## src/rtl/mem_port_arbiter_if.sv

```systemverilog
// mem_port_arbiter_if: both cache-side access/ready ports plus the shared memory port
interface mem_port_arbiter_if #(
  parameter int ADDR_W = 32,
  parameter int DATA_W = 32
);
  logic acc0, rd0, wr0, rdy0, err0;
  logic acc1, rd1, wr1, rdy1, err1;
  logic [ADDR_W-1:0] addr0, addr1, mem_addr;
  logic [DATA_W-1:0] wdata0, wdata1, rdata0, rdata1, mem_wdata, mem_rdata;
  logic mem_access, mem_read, mem_write, mem_ready, busy, grant_id;
  modport master (
    input  acc0, rd0, wr0, addr0, wdata0, acc1, rd1, wr1, addr1, wdata1, mem_ready, mem_rdata,
    output rdy0, rdata0, err0, rdy1, rdata1, err1, mem_access, mem_read, mem_write, mem_addr,
           mem_wdata, busy, grant_id
  );
  modport slave (
    output acc0, rd0, wr0, addr0, wdata0, acc1, rd1, wr1, addr1, wdata1, mem_ready, mem_rdata,
    input  rdy0, rdata0, err0, rdy1, rdata1, err1, mem_access, mem_read, mem_write, mem_addr,
           mem_wdata, busy, grant_id
  );
endinterface

```

## src/rtl/mem_port_arbiter.sv

```systemverilog
// mem_port_arbiter: round-robin I$/D$ arbiter for one memory port; MEM_ARB_TIMEOUT_EN adds a BUSY timeout abort
module mem_port_arbiter #(
  parameter int ADDR_W = 32,
  parameter int DATA_W = 32,
  parameter int TIMEOUT_CYC = 255
) (
  input logic clk,
  input logic rst,
  mem_port_arbiter_if.master bus
);
  typedef enum logic [1:0] {IDLE, BUSY, RESP} state_t;
  typedef enum logic [1:0] {NOP, READ, WRITE} op_t;
  state_t state, state_n;
  op_t op, sel_op;
  logic start, sel, win, last_grant, tmo, err_q;
  logic [ADDR_W-1:0] addr_q;
  logic [DATA_W-1:0] wdata_q, rdata0_q, rdata1_q;
  always_comb begin
    start = state == IDLE && (bus.acc0 || bus.acc1);
    sel = bus.acc0 && bus.acc1 ? !last_grant : bus.acc1;
    sel_op = (sel ? bus.wr1 : bus.wr0) ? WRITE : (sel ? bus.rd1 : bus.rd0) ? READ : NOP;
    state_n = state == RESP ? IDLE
            : state == BUSY ? ((bus.mem_ready || tmo) ? RESP : BUSY)
            : start ? (sel_op == NOP ? RESP : BUSY) : IDLE;
  end
  always_ff @(posedge clk) state <= rst ? IDLE : state_n;
  always_ff @(posedge clk)
    if (rst) begin
      win <= 1'b0;
      last_grant <= 1'b1;
      op <= NOP;
      addr_q <= '0;
      wdata_q <= '0;
      rdata0_q <= '0;
      rdata1_q <= '0;
    end else begin
      if (start) begin
        win <= sel;
        op <= sel_op;
        addr_q <= sel ? bus.addr1 : bus.addr0;
        wdata_q <= sel ? bus.wdata1 : bus.wdata0;
      end
      if (state == BUSY && bus.mem_ready && op == READ && !win) rdata0_q <= bus.mem_rdata;
      if (state == BUSY && bus.mem_ready && op == READ && win) rdata1_q <= bus.mem_rdata;
      if (state == RESP) last_grant <= win;
    end
`ifdef MEM_ARB_TIMEOUT_EN
  localparam int CW = $clog2(TIMEOUT_CYC + 1) > 8 ? $clog2(TIMEOUT_CYC + 1) : 8;
  logic [CW-1:0] cnt;
  // a mem_ready arriving on the final allowed cycle still completes normally
  assign tmo = state == BUSY && !bus.mem_ready && cnt == CW'(TIMEOUT_CYC - 1);
  always_ff @(posedge clk)
    if (rst) begin
      cnt <= '0;
      err_q <= 1'b0;
    end else begin
      cnt <= state == BUSY ? cnt + 1'b1 : '0;
      err_q <= tmo;
    end
`else
  logic unused_timeout;
  assign tmo = 1'b0;
  assign err_q = 1'b0;
  assign unused_timeout = ^TIMEOUT_CYC;
`endif
  assign bus.busy = state != IDLE;
  assign bus.grant_id = win;
  assign bus.mem_access = state == BUSY;
  assign bus.mem_read = state == BUSY && op == READ;
  assign bus.mem_write = state == BUSY && op == WRITE;
  assign bus.mem_addr = addr_q;
  assign bus.mem_wdata = wdata_q;
  assign bus.rdy0 = state == RESP && !win;
  assign bus.rdy1 = state == RESP && win;
  assign bus.err0 = state == RESP && !win && err_q;
  assign bus.err1 = state == RESP && win && err_q;
  assign bus.rdata0 = rdata0_q;
  assign bus.rdata1 = rdata1_q;
endmodule

```

## src/flat_wrapper.sv

```systemverilog
// flat-port wrapper written by rule: the top's interface ports become plain ports
module mem_port_arbiter_flat 
#(
  parameter int ADDR_W = 32,
  parameter int DATA_W = 32,
  parameter int TIMEOUT_CYC = 255
)
  (clk, rst, bus_acc0, bus_rd0, bus_wr0, bus_addr0, bus_wdata0, bus_acc1, bus_rd1, bus_wr1, bus_addr1, bus_wdata1, bus_mem_ready, bus_mem_rdata, bus_rdy0, bus_rdata0, bus_err0, bus_rdy1, bus_rdata1, bus_err1, bus_mem_access, bus_mem_read, bus_mem_write, bus_mem_addr, bus_mem_wdata, bus_busy, bus_grant_id);
  mem_port_arbiter_if #(.ADDR_W(ADDR_W), .DATA_W(DATA_W)) bus_i ();
  input logic clk;
  input logic rst;
  input wire logic [$bits(bus_i.acc0)-1:0] bus_acc0;
  input wire logic [$bits(bus_i.rd0)-1:0] bus_rd0;
  input wire logic [$bits(bus_i.wr0)-1:0] bus_wr0;
  input wire logic [$bits(bus_i.addr0)-1:0] bus_addr0;
  input wire logic [$bits(bus_i.wdata0)-1:0] bus_wdata0;
  input wire logic [$bits(bus_i.acc1)-1:0] bus_acc1;
  input wire logic [$bits(bus_i.rd1)-1:0] bus_rd1;
  input wire logic [$bits(bus_i.wr1)-1:0] bus_wr1;
  input wire logic [$bits(bus_i.addr1)-1:0] bus_addr1;
  input wire logic [$bits(bus_i.wdata1)-1:0] bus_wdata1;
  input wire logic [$bits(bus_i.mem_ready)-1:0] bus_mem_ready;
  input wire logic [$bits(bus_i.mem_rdata)-1:0] bus_mem_rdata;
  output wire logic [$bits(bus_i.rdy0)-1:0] bus_rdy0;
  output wire logic [$bits(bus_i.rdata0)-1:0] bus_rdata0;
  output wire logic [$bits(bus_i.err0)-1:0] bus_err0;
  output wire logic [$bits(bus_i.rdy1)-1:0] bus_rdy1;
  output wire logic [$bits(bus_i.rdata1)-1:0] bus_rdata1;
  output wire logic [$bits(bus_i.err1)-1:0] bus_err1;
  output wire logic [$bits(bus_i.mem_access)-1:0] bus_mem_access;
  output wire logic [$bits(bus_i.mem_read)-1:0] bus_mem_read;
  output wire logic [$bits(bus_i.mem_write)-1:0] bus_mem_write;
  output wire logic [$bits(bus_i.mem_addr)-1:0] bus_mem_addr;
  output wire logic [$bits(bus_i.mem_wdata)-1:0] bus_mem_wdata;
  output wire logic [$bits(bus_i.busy)-1:0] bus_busy;
  output wire logic [$bits(bus_i.grant_id)-1:0] bus_grant_id;
  assign bus_i.acc0 = bus_acc0;
  assign bus_i.rd0 = bus_rd0;
  assign bus_i.wr0 = bus_wr0;
  assign bus_i.addr0 = bus_addr0;
  assign bus_i.wdata0 = bus_wdata0;
  assign bus_i.acc1 = bus_acc1;
  assign bus_i.rd1 = bus_rd1;
  assign bus_i.wr1 = bus_wr1;
  assign bus_i.addr1 = bus_addr1;
  assign bus_i.wdata1 = bus_wdata1;
  assign bus_i.mem_ready = bus_mem_ready;
  assign bus_i.mem_rdata = bus_mem_rdata;
  assign bus_rdy0 = bus_i.rdy0;
  assign bus_rdata0 = bus_i.rdata0;
  assign bus_err0 = bus_i.err0;
  assign bus_rdy1 = bus_i.rdy1;
  assign bus_rdata1 = bus_i.rdata1;
  assign bus_err1 = bus_i.err1;
  assign bus_mem_access = bus_i.mem_access;
  assign bus_mem_read = bus_i.mem_read;
  assign bus_mem_write = bus_i.mem_write;
  assign bus_mem_addr = bus_i.mem_addr;
  assign bus_mem_wdata = bus_i.mem_wdata;
  assign bus_busy = bus_i.busy;
  assign bus_grant_id = bus_i.grant_id;
  mem_port_arbiter #(.ADDR_W(ADDR_W), .DATA_W(DATA_W), .TIMEOUT_CYC(TIMEOUT_CYC)) u_core (.clk(clk), .rst(rst), .bus(bus_i));
endmodule
```

## config.mk

```make
export PLATFORM = sky130hd
export DESIGN_NAME = mem_port_arbiter_flat
export DESIGN_NICKNAME = d
export VERILOG_FILES = /design/src/rtl/mem_port_arbiter_if.sv /design/src/rtl/mem_port_arbiter.sv /design/src/flat_wrapper.sv
export SDC_FILE = /design/constraint.sdc
export NUM_CORES = 1
export LEC_CHECK = 0
export BUFFER_PORTS_ARGS = -buffer_cell sky130_fd_sc_hd__buf_2
export CORE_UTILIZATION = 40
export DETAILED_ROUTE_END_ITERATION = 16
export GPL_TIMING_DRIVEN = 0
export HOLD_SLACK_MARGIN = 0.08
export PLACE_DENSITY_LB_ADDON = 0.08
export SYNTH_ARGS = -nofsm -noshare
export SYNTH_HDL_FRONTEND = slang
export SYNTH_SLANG_ARGS = --single-unit
```

## constraint.sdc

```tcl
create_clock -name clk -period 2.3 [get_ports clk]
set_input_delay 0.46 -clock clk [delete_from_list [all_inputs] [get_ports clk]]
set_output_delay 0.46 -clock clk [all_outputs]
set_load 0.03 [all_outputs]
```

### Word-level counts from Yosys, hierarchy flattened

Index checks and enable logic that the tools add are counted.

* bits in registers: 134
* bits of input ports: 169
* output and inout port bits: 137
* logic and storage cells: 40

* equality and inequality tests: 4
* multiplexer cells: 11
* reductions and logical operators: 17

Operators by type and width (count)
* $mux 32: 2
* $logic_and 1x1->1: 10
* $mux 2: 5
* $eq 2x1->1 const B: 2
* $eq 2x2->1 const B: 2
* $logic_not 2->1: 2
* $mux 1: 4
* $logic_not 1->1: 2
* $reduce_bool 2->1: 1
* $reduce_or 2->1: 1
* $logic_or 1x1->1: 1

### Depth between registers and ports, before layout

Gate-level depths: netlist (run 1).

* word-level depth: 9
* mapped depth: 6
* depth with buffers taken out: 4

### Least setup slack after synthesis (run 1)

Ideal clock, no wire load.

* kind: reg2out
* start: reg u_core.state[0]
* end: out bus_mem_write
* arrival time: 1.336 ns
* required time: 1.840 ns
* path slack: 0.504 ns
* cell stages (with the launch flop): 3
* path buffers: 0
* path through: dfxtp_1 -> nor2b_1 -> and3b_1

* cells in the longest elaborated chain, start to end: 2

Ends and longest elaborated chain
* from (decl): line mem_port_arbiter.sv:13 `state_t state, state_n;`
* from (signal assigned): line mem_port_arbiter.sv:26 `always_ff @(posedge clk) state <= rst ? IDLE : state_n;`
* $eq 2x1->1
* named net bus_mem_access: line flat_wrapper.sv:30 `output wire logic [$bits(bus_i.mem_access)-1:0] bus_mem_access;`
* $logic_and 1x1->1: line mem_port_arbiter.sv:70 `assign bus.mem_write = state == BUSY && op == WRITE;`
* to (decl): line flat_wrapper.sv:32 `output wire logic [$bits(bus_i.mem_write)-1:0] bus_mem_write;`

The timed path passes the listed nets, and every way through them passes these cells.

### Worst setup path after layout (run 1)

* start: reg u_core.state[0]
* end: out bus_mem_write

* cells in the longest elaborated chain, start to end: 2

Ends and longest elaborated chain (line)
* $eq 2x1->1: mem_port_arbiter.sv:70
* $logic_and 1x1->1: mem_port_arbiter.sv:70

No other way between the ends.

==> flow_summary.json, run 1 <==
{
  "path_max_fanout": 4,
  "grt_max_degree": 17,
  "fmax_ghz": 0.5006,
  "crit_buf_inv": 1,
  "post_drt_via_cell_ratio": 5.048,
  "endpoint": "bus_mem_write",
  "timing.rr.start": "u_core.state[1]",
  "crit_path_end_kind": "output port",
  "cts_tree": "built",
  "skew_ns": 0.006998,
  "r2r_cells": 6,
  "arrival_ns": 1.54,
  "synthCells": 649,
  "yosys_register_bits": 134,
  "hold_buffers": 0,
  "crit_path_max_incr_delay_ns": 0.37,
  "hold_path_class": "primary input to register",
  "preCtsSetupSlack_ns": 0.4997,
  "power_mw": 6.731,
  "fin_crit_sh": 0.8685,
  "placed_cell_area_sq_um": 7579,
  "die_w_um": 122.8,
  "cts_buffers": 17,
  "drc": 0,
  "core_area_sq_um": 14040,
  "clock_path_buffers": 2,
  "netlist-cell-type-count": 29,
  "antenna_found_initial": 3,
  "netlist_area_sq_um": 5838,
  "drv_cap": 0,
  "start_util": 0.4158,
  "setup_tns_ns": 0,
  "critPathKind": "register to output port",
  "r2r_setup_slack_ns": 0.64,
  "cts.sinks": 134,
  "num-fill-cells": 1345,
  "post_cts_buffers": 0,
  "drive_gt1_frac": 0.3770,
  "io_pins": 306,
  "crit_chain": "nor2b_1 > and3b_1 > buf_2",
  "worst_pin_slew_ns": 0.5037,
  "rows": 43,
  "final_core_util": 0.5814,
  "syn_area_per_cell_sq_um": 8.996,
  "grtUsageTotal": 0.2440,
  "relSlewSlack": 0.6642,
  "postRouteAntennaNets": 0,
  "final_nets": 1140,
  "clkTransAtPathRegs_ns": 0.06,
  "cp_num_cells": 3,
  "outcome": "finished clean",
  "rsz0062_at_grt": "false",
  "grt_pass1_wl_mm": 28.17,
  "slowest_stage": "dfxtp_1",
  "r2r_end": "u_core.bus.mem_wdata[19]",
  "setup_viol": 0,
  "critPathRequiredTime_ns": 1.84,
  "setup_slack_ns": 0.3025,
  "clock-root-buffer": "clkbuf_16",
  "first_pass_iters": 4,
  "ir_worst_vdd_mv": 0.4914,
  "die_h_um": 122.8,
  "clock_latency_ns": 0.42,
  "period_minus_slack_ns": 1.997,
  "dpl.hpwl_mm": 13.78,
  "grt-ovfl-total": 0,
  "power_density_nw_per_um2": 824.5,
  "design_area_sq_um": 8164,
  "startpoint_type": "register",
  "crit_family": "simple AND/OR/NAND/NOR gates",
  "wl_mm": 18.43,
  "die_area_sq_um": 15080,
  "gp_congestion": 0.7954,
  "grt_pass1_vias": 5650,
  "cts_resized": 0,
  "power.leakage_nw": 4.001,
  "area_growth_pct": 39.84,
  "wl_per_cell_um": 15.79,
  "num_vias": 5891,
  "synth-seq-area-share": 0.4595,
  "slew_viol_final": 0,
  "yosysWarningCount": 0,
  "portBuffers": 302,
  "startpoint": "u_core.state[0]",
  "drtIter0Drc": 199,
  "cts-htree-levels": 4,
  "timing.final.hold_violations": 0
}
## where the power goes
group	switching (mW)	leakage, nW	total, mW	internal, mW
clock network	0.996	0.283	2.67	1.67
logic	0.942	2.62	1.45	0.509
registers	0.102	1.10	2.61	2.51
total	2.04	4.00	6.73	4.69
## state kept, by name, summed over array words and instances (netlist names)
| register | cells |
|---|---|
| u_core.bus.mem_addr | 32 |
| u_core.bus.mem_wdata | 32 |
| u_core.bus.rdata0 | 32 |
| u_core.bus.rdata1 | 32 |
| u_core.op | 2 |
| u_core.state | 2 |
| u_core.bus.grant_id | 1 |
| u_core.last_grant | 1 |
## cell usage after synthesis
cell / instances / area (sq um)
a311oi_1: 66 / 578.1
inv_1: 2 / 7.510
a21bo_2: 1 / 10.01
a21oi_1: 67 / 335.3
buf_6: 4 / 45.04
o21ai_0: 1 / 5.000
nor2_2: 1 / 6.260
and3_1: 1 / 6.260
nor3_1: 1 / 5.000
nor2_1: 6 / 22.52
a21o_1: 1 / 7.510
dfxtp_1: 134 / 2683
and3b_1: 1 / 8.760
buf_2: 25 / 125.1
nand3b_1: 3 / 22.52
mux2i_1: 65 / 650.6
nor2b_1: 1 / 6.260
buf_4: 5 / 37.54
conb_1: 1 / 3.750
clkbuf_1: 28 / 105.1
o41ai_1: 1 / 8.760
nand2b_1: 97 / 606.8
and4bb_4: 1 / 16.27
a211o_1: 1 / 8.760
nor3b_1: 1 / 7.510
nand2_1: 131 / 491.7
nand3_2: 1 / 10.01
or2_2: 1 / 6.260
a21boi_2: 1 / 11.26
## cell families (layout without fill, tap and decap cells)
kind of cell | Yosys count | after routing | synth area share
AND/OR/NAND/NOR | 246 | 246 | 0.2083
buffers and inverters | 64 | 398 | 0.05487
multiplexers | 65 | 65 | 0.1114
other | 1 | 5 | 0.0006423
flip-flops | 134 | 134 | 0.4595
AO/OA/AOI/OAI | 139 | 139 | 0.1652
## stage by stage
step | instances | hold slack, ns
2_1_floorplan | 650 | 0.4814
5_1_grt | 1167 | 0.2963
3_5_place_dp | 1132 | 0.4591
3_3_place_gp | 1132 | 0.4574
4_1_cts | 1164 | 0.2927
6_report | 1167 | 0.3038
## layout make-up
type                       instances  area (sq um)  area share
clock inverter                     9         100.1     0.01226
sequential                       134          2683      0.3286
multi-input combinational        452          2839      0.3477
inverter                           2         7.507   0.0009195
buffer                            62         312.8     0.03831
tap                              180         225.2     0.02759
clock buffer                      23         478.0     0.05854
antenna                            3         7.507   0.0009195
timing repair buffer             302          1511      0.1851
## tightest hold or removal path, cell delays in order
cell and delay (ns):
buf_2 0.09, nand2_1 0.04, a311oi_1 0.07
## worst min-delay path by stage
stage | from | to | cells after the start
6_report | bus_addr1[8] | u_core.bus.mem_addr[8] | 3
5_1_grt | bus_addr0[2] | u_core.bus.mem_addr[2] | 3
4_1_cts | bus_addr1[25] | u_core.bus.mem_addr[25] | 3
3_5_place_dp | u_core.bus.rdata0[18] | u_core.bus.rdata0[18] | 2
3_3_place_gp | u_core.bus.rdata0[6] | u_core.bus.rdata0[6] | 2
2_1_floorplan | u_core.last_grant | u_core.last_grant | 1
## layout by cell type (no fill, tap or decap)
cell / synthesis / final
a211o_1: 1 / 1
a21bo_2: 1 / 1
a21boi_2: 1 / 1
a21o_1: 1 / 1
a21oi_1: 67 / 67
a311oi_1: 66 / 66
and3_1: 1 / 1
and3b_1: 1 / 1
and4bb_4: 1 / 1
buf_2: 25 / 327
buf_4: 5 / 5
buf_6: 4 / 4
bufinv_16: 0 / 2
clkbuf_1: 28 / 31
clkbuf_16: 0 / 17
clkbuf_8: 0 / 3
clkinv_2: 0 / 5
clkinvlp_4: 0 / 2
conb_1: 1 / 2
dfxtp_1: 134 / 134
diode_2: 0 / 3
inv_1: 2 / 2
mux2i_1: 65 / 65
nand2_1: 131 / 131
nand2b_1: 97 / 97
nand3_2: 1 / 1
nand3b_1: 3 / 3
nor2_1: 6 / 6
nor2_2: 1 / 1
nor2b_1: 1 / 1
nor3_1: 1 / 1
nor3b_1: 1 / 1
o21ai_0: 1 / 1
o41ai_1: 1 / 1
or2_2: 1 / 1
## routing by layer
metal / vias up / GRT usage / wire [um]
li1: 2910 / - / -
met5: - / 0 / 0
met2: 237 / 0.4119 / 8829
met4: 0 / 0.1235 / 510
met1: 2705 / 0.2777 / 7671
met3: 39 / 0.07342 / 1415
(Power assumes the default switching activity.)
==> run 2: changes to the inputs <==
Settings changed: CORE_ASPECT_RATIO set to 1.1.
==> run 2 against run 1 <==
Compared with the run above: combinational power hardly changed; worst hold slack worse by 0.0032 ns; first-iteration DRC count is 32% higher; via count is 0.65% lower; largest power group unchanged; highest routed layer unchanged.
==> flow_summary.json, run 2 (synthesis gave the netlist of run 1 again) <==
{
  "slowest_stage": "dfxtp_1",
  "cts-htree-levels": 4,
  "worstHoldPathCells": 3,
  "post_drt_via_cell_ratio": 4.986,
  "setup_viol": 0,
  "grt-ovfl-total": 0,
  "dpl.hpwl_mm": 13.96,
  "power.leakage_nw": 3.999,
  "antenna_found_initial": 3,
  "outcome": "finished clean",
  "arrival_ns": 1.54,
  "min_from": "bus_addr1[15]",
  "grt_pass1_vias": 5688,
  "final_core_util": 0.5822,
  "worst_pin_slew_ns": 0.5310,
  "first_pass_iters": 4,
  "period_minus_slack_ns": 1.996,
  "p_sw_mw": 2.045,
  "worstHoldEndpoint": "u_core.bus.mem_addr[15]",
  "path_max_fanout": 4,
  "critPathKind": "register to output port",
  "final_nets": 1140,
  "power_density_nw_per_um2": 822.0,
  "r2r_cells": 6,
  "wl_per_cell_um": 15.94,
  "crit_chain": "nor2b_1 > and3b_1 > buf_2",
  "startpoint_type": "register",
  "cts.sinks": 134,
  "die_area_sq_um": 15080,
  "drtIter0Drc": 262,
  "hold_path_class": "primary input to register",
  "clockPowerShare": 0.393,
  "crit_path_max_incr_delay_ns": 0.37,
  "share_seq_of_total_power": 0.389,
  "ir_worst_vdd_mv": 0.4589,
  "cts_resized": 0,
  "num_vias": 5853,
  "grt_pass1_wl_mm": 28.64,
  "clock_latency_ns": 0.42,
  "grt_max_degree": 17,
  "wl_mm": 18.71,
  "startpoint": "u_core.state[0]",
  "rows": 45,
  "postRouteAntennaNets": 0,
  "relSlewSlack": 0.6460,
  "drc": 0,
  "power_frac_comb": 0.217,
  "clock_path_buffers": 2,
  "timing.final.hold_violations": 0,
  "crit_path_end_kind": "output port",
  "layout_commonest_cell": "buf_2",
  "r2r_setup_slack_ns": 0.65,
  "final_cell_mix": "327 x buf_2, 134 x dfxtp_1, 131 x nand2_1, 97 x nand2b_1, 67 x a21oi_1",
  "clkTransAtPathRegs_ns": 0.06,
  "post_cts_buffers": 0,
  "area_growth_pct": 39.82,
  "skew_ns": 0.007339,
  "critPathRequiredTime_ns": 1.84,
  "io_pins": 306,
  "fmax_ghz": 0.5009,
  "cts_tree": "built",
  "whs_ns": 0.3006,
  "drive_gt1_frac": 0.3760,
  "fin_crit_sh": 0.8680,
  "portBuffers": 302,
  "die_w_um": 117.2,
  "start_util": 0.4164,
  "setup_tns_ns": 0,
  "core_area_sq_um": 14020,
  "hold_buffers": 0,
  "drv_cap": 0,
  "r2r_end": "u_core.bus.mem_wdata[21]",
  "timing.rr.start": "u_core.state[1]",
  "clock-root-buffer": "clkbuf_16",
  "grtUsageTotal": 0.2478,
  "cts_buffers": 17,
  "die_h_um": 128.7,
  "slew_viol_final": 0,
  "power.internal_mw": 4.664,
  "rsz0062_at_grt": "false",
  "gp_congestion": 0.8116,
  "sw_frac_of_total": 0.3049
}
run 2: per-layer routing:
metal,vias up,part of all wire,track usage,routed length [um]
met1,2667,0.41,0.2839,7623
met2,234,0.48,0.4104,8951
met3,42,0.084,0.08479,1575
li1,2910,-,-,-
met4,0,0.030,0.1191,562
met5,-,0,0,0
run 2: layout make-up:
cell class / count / area (sq um)
Buffer: 62 / 312.8
Clock inverter: 9 / 101.3
Multi-Input combinational cell: 452 / 2839
Clock buffer: 23 / 467.9
Fill cell: 1378 / 5857
Inverter: 2 / 7.507
Antenna cell: 2 / 5.005
Timing Repair Buffer: 302 / 1511
Sequential cell: 134 / 2683
Tap cell: 188 / 235.2
run 2: critical path: cells and delay by family, from the launching register on:
kind | cells | cell delay [ns]
flops | 1 | 0.37
simple gates | 2 | 0.53
buf+inv | 1 | 0.21
run 2: power groups by stage:
stage	Combinational, mW	Sequential (mW)	Clock, mW
floorplan	0.600	3.00	0
global placement	1.46	2.65	0
detailed placement	1.46	2.66	0
CTS	1.47	2.61	2.68
global route	1.58	2.63	2.79
finish	1.46	2.61	2.64
run 2: worst max-delay path by stage:
stage	slack [ns]	to
2_1_floorplan	0.50	bus_mem_write
3_3_place_gp	0.49	u_core.bus.mem_wdata[10]
3_5_place_dp	0.49	u_core.bus.mem_wdata[21]
4_1_cts	0.30	bus_mem_write
5_1_grt	0.23	bus_mem_write
6_report	0.30	bus_mem_write
run 2: per-stage QoR:
step / std cells / area [sq um] / power (mW) / setup WS, ns
6_report: 1174 / 8163 / 6.710 / 0.3037
5_1_grt: 1174 / 8163 / 6.998 / 0.2307
4_1_cts: 1172 / 8158 / 6.758 / 0.3019
3_5_place_dp: 1140 / 7589 / 4.119 / 0.4876
3_3_place_gp: 1140 / 7589 / 4.117 / 0.4892
2_1_floorplan: 650 / 5842 / 3.597 / 0.5037
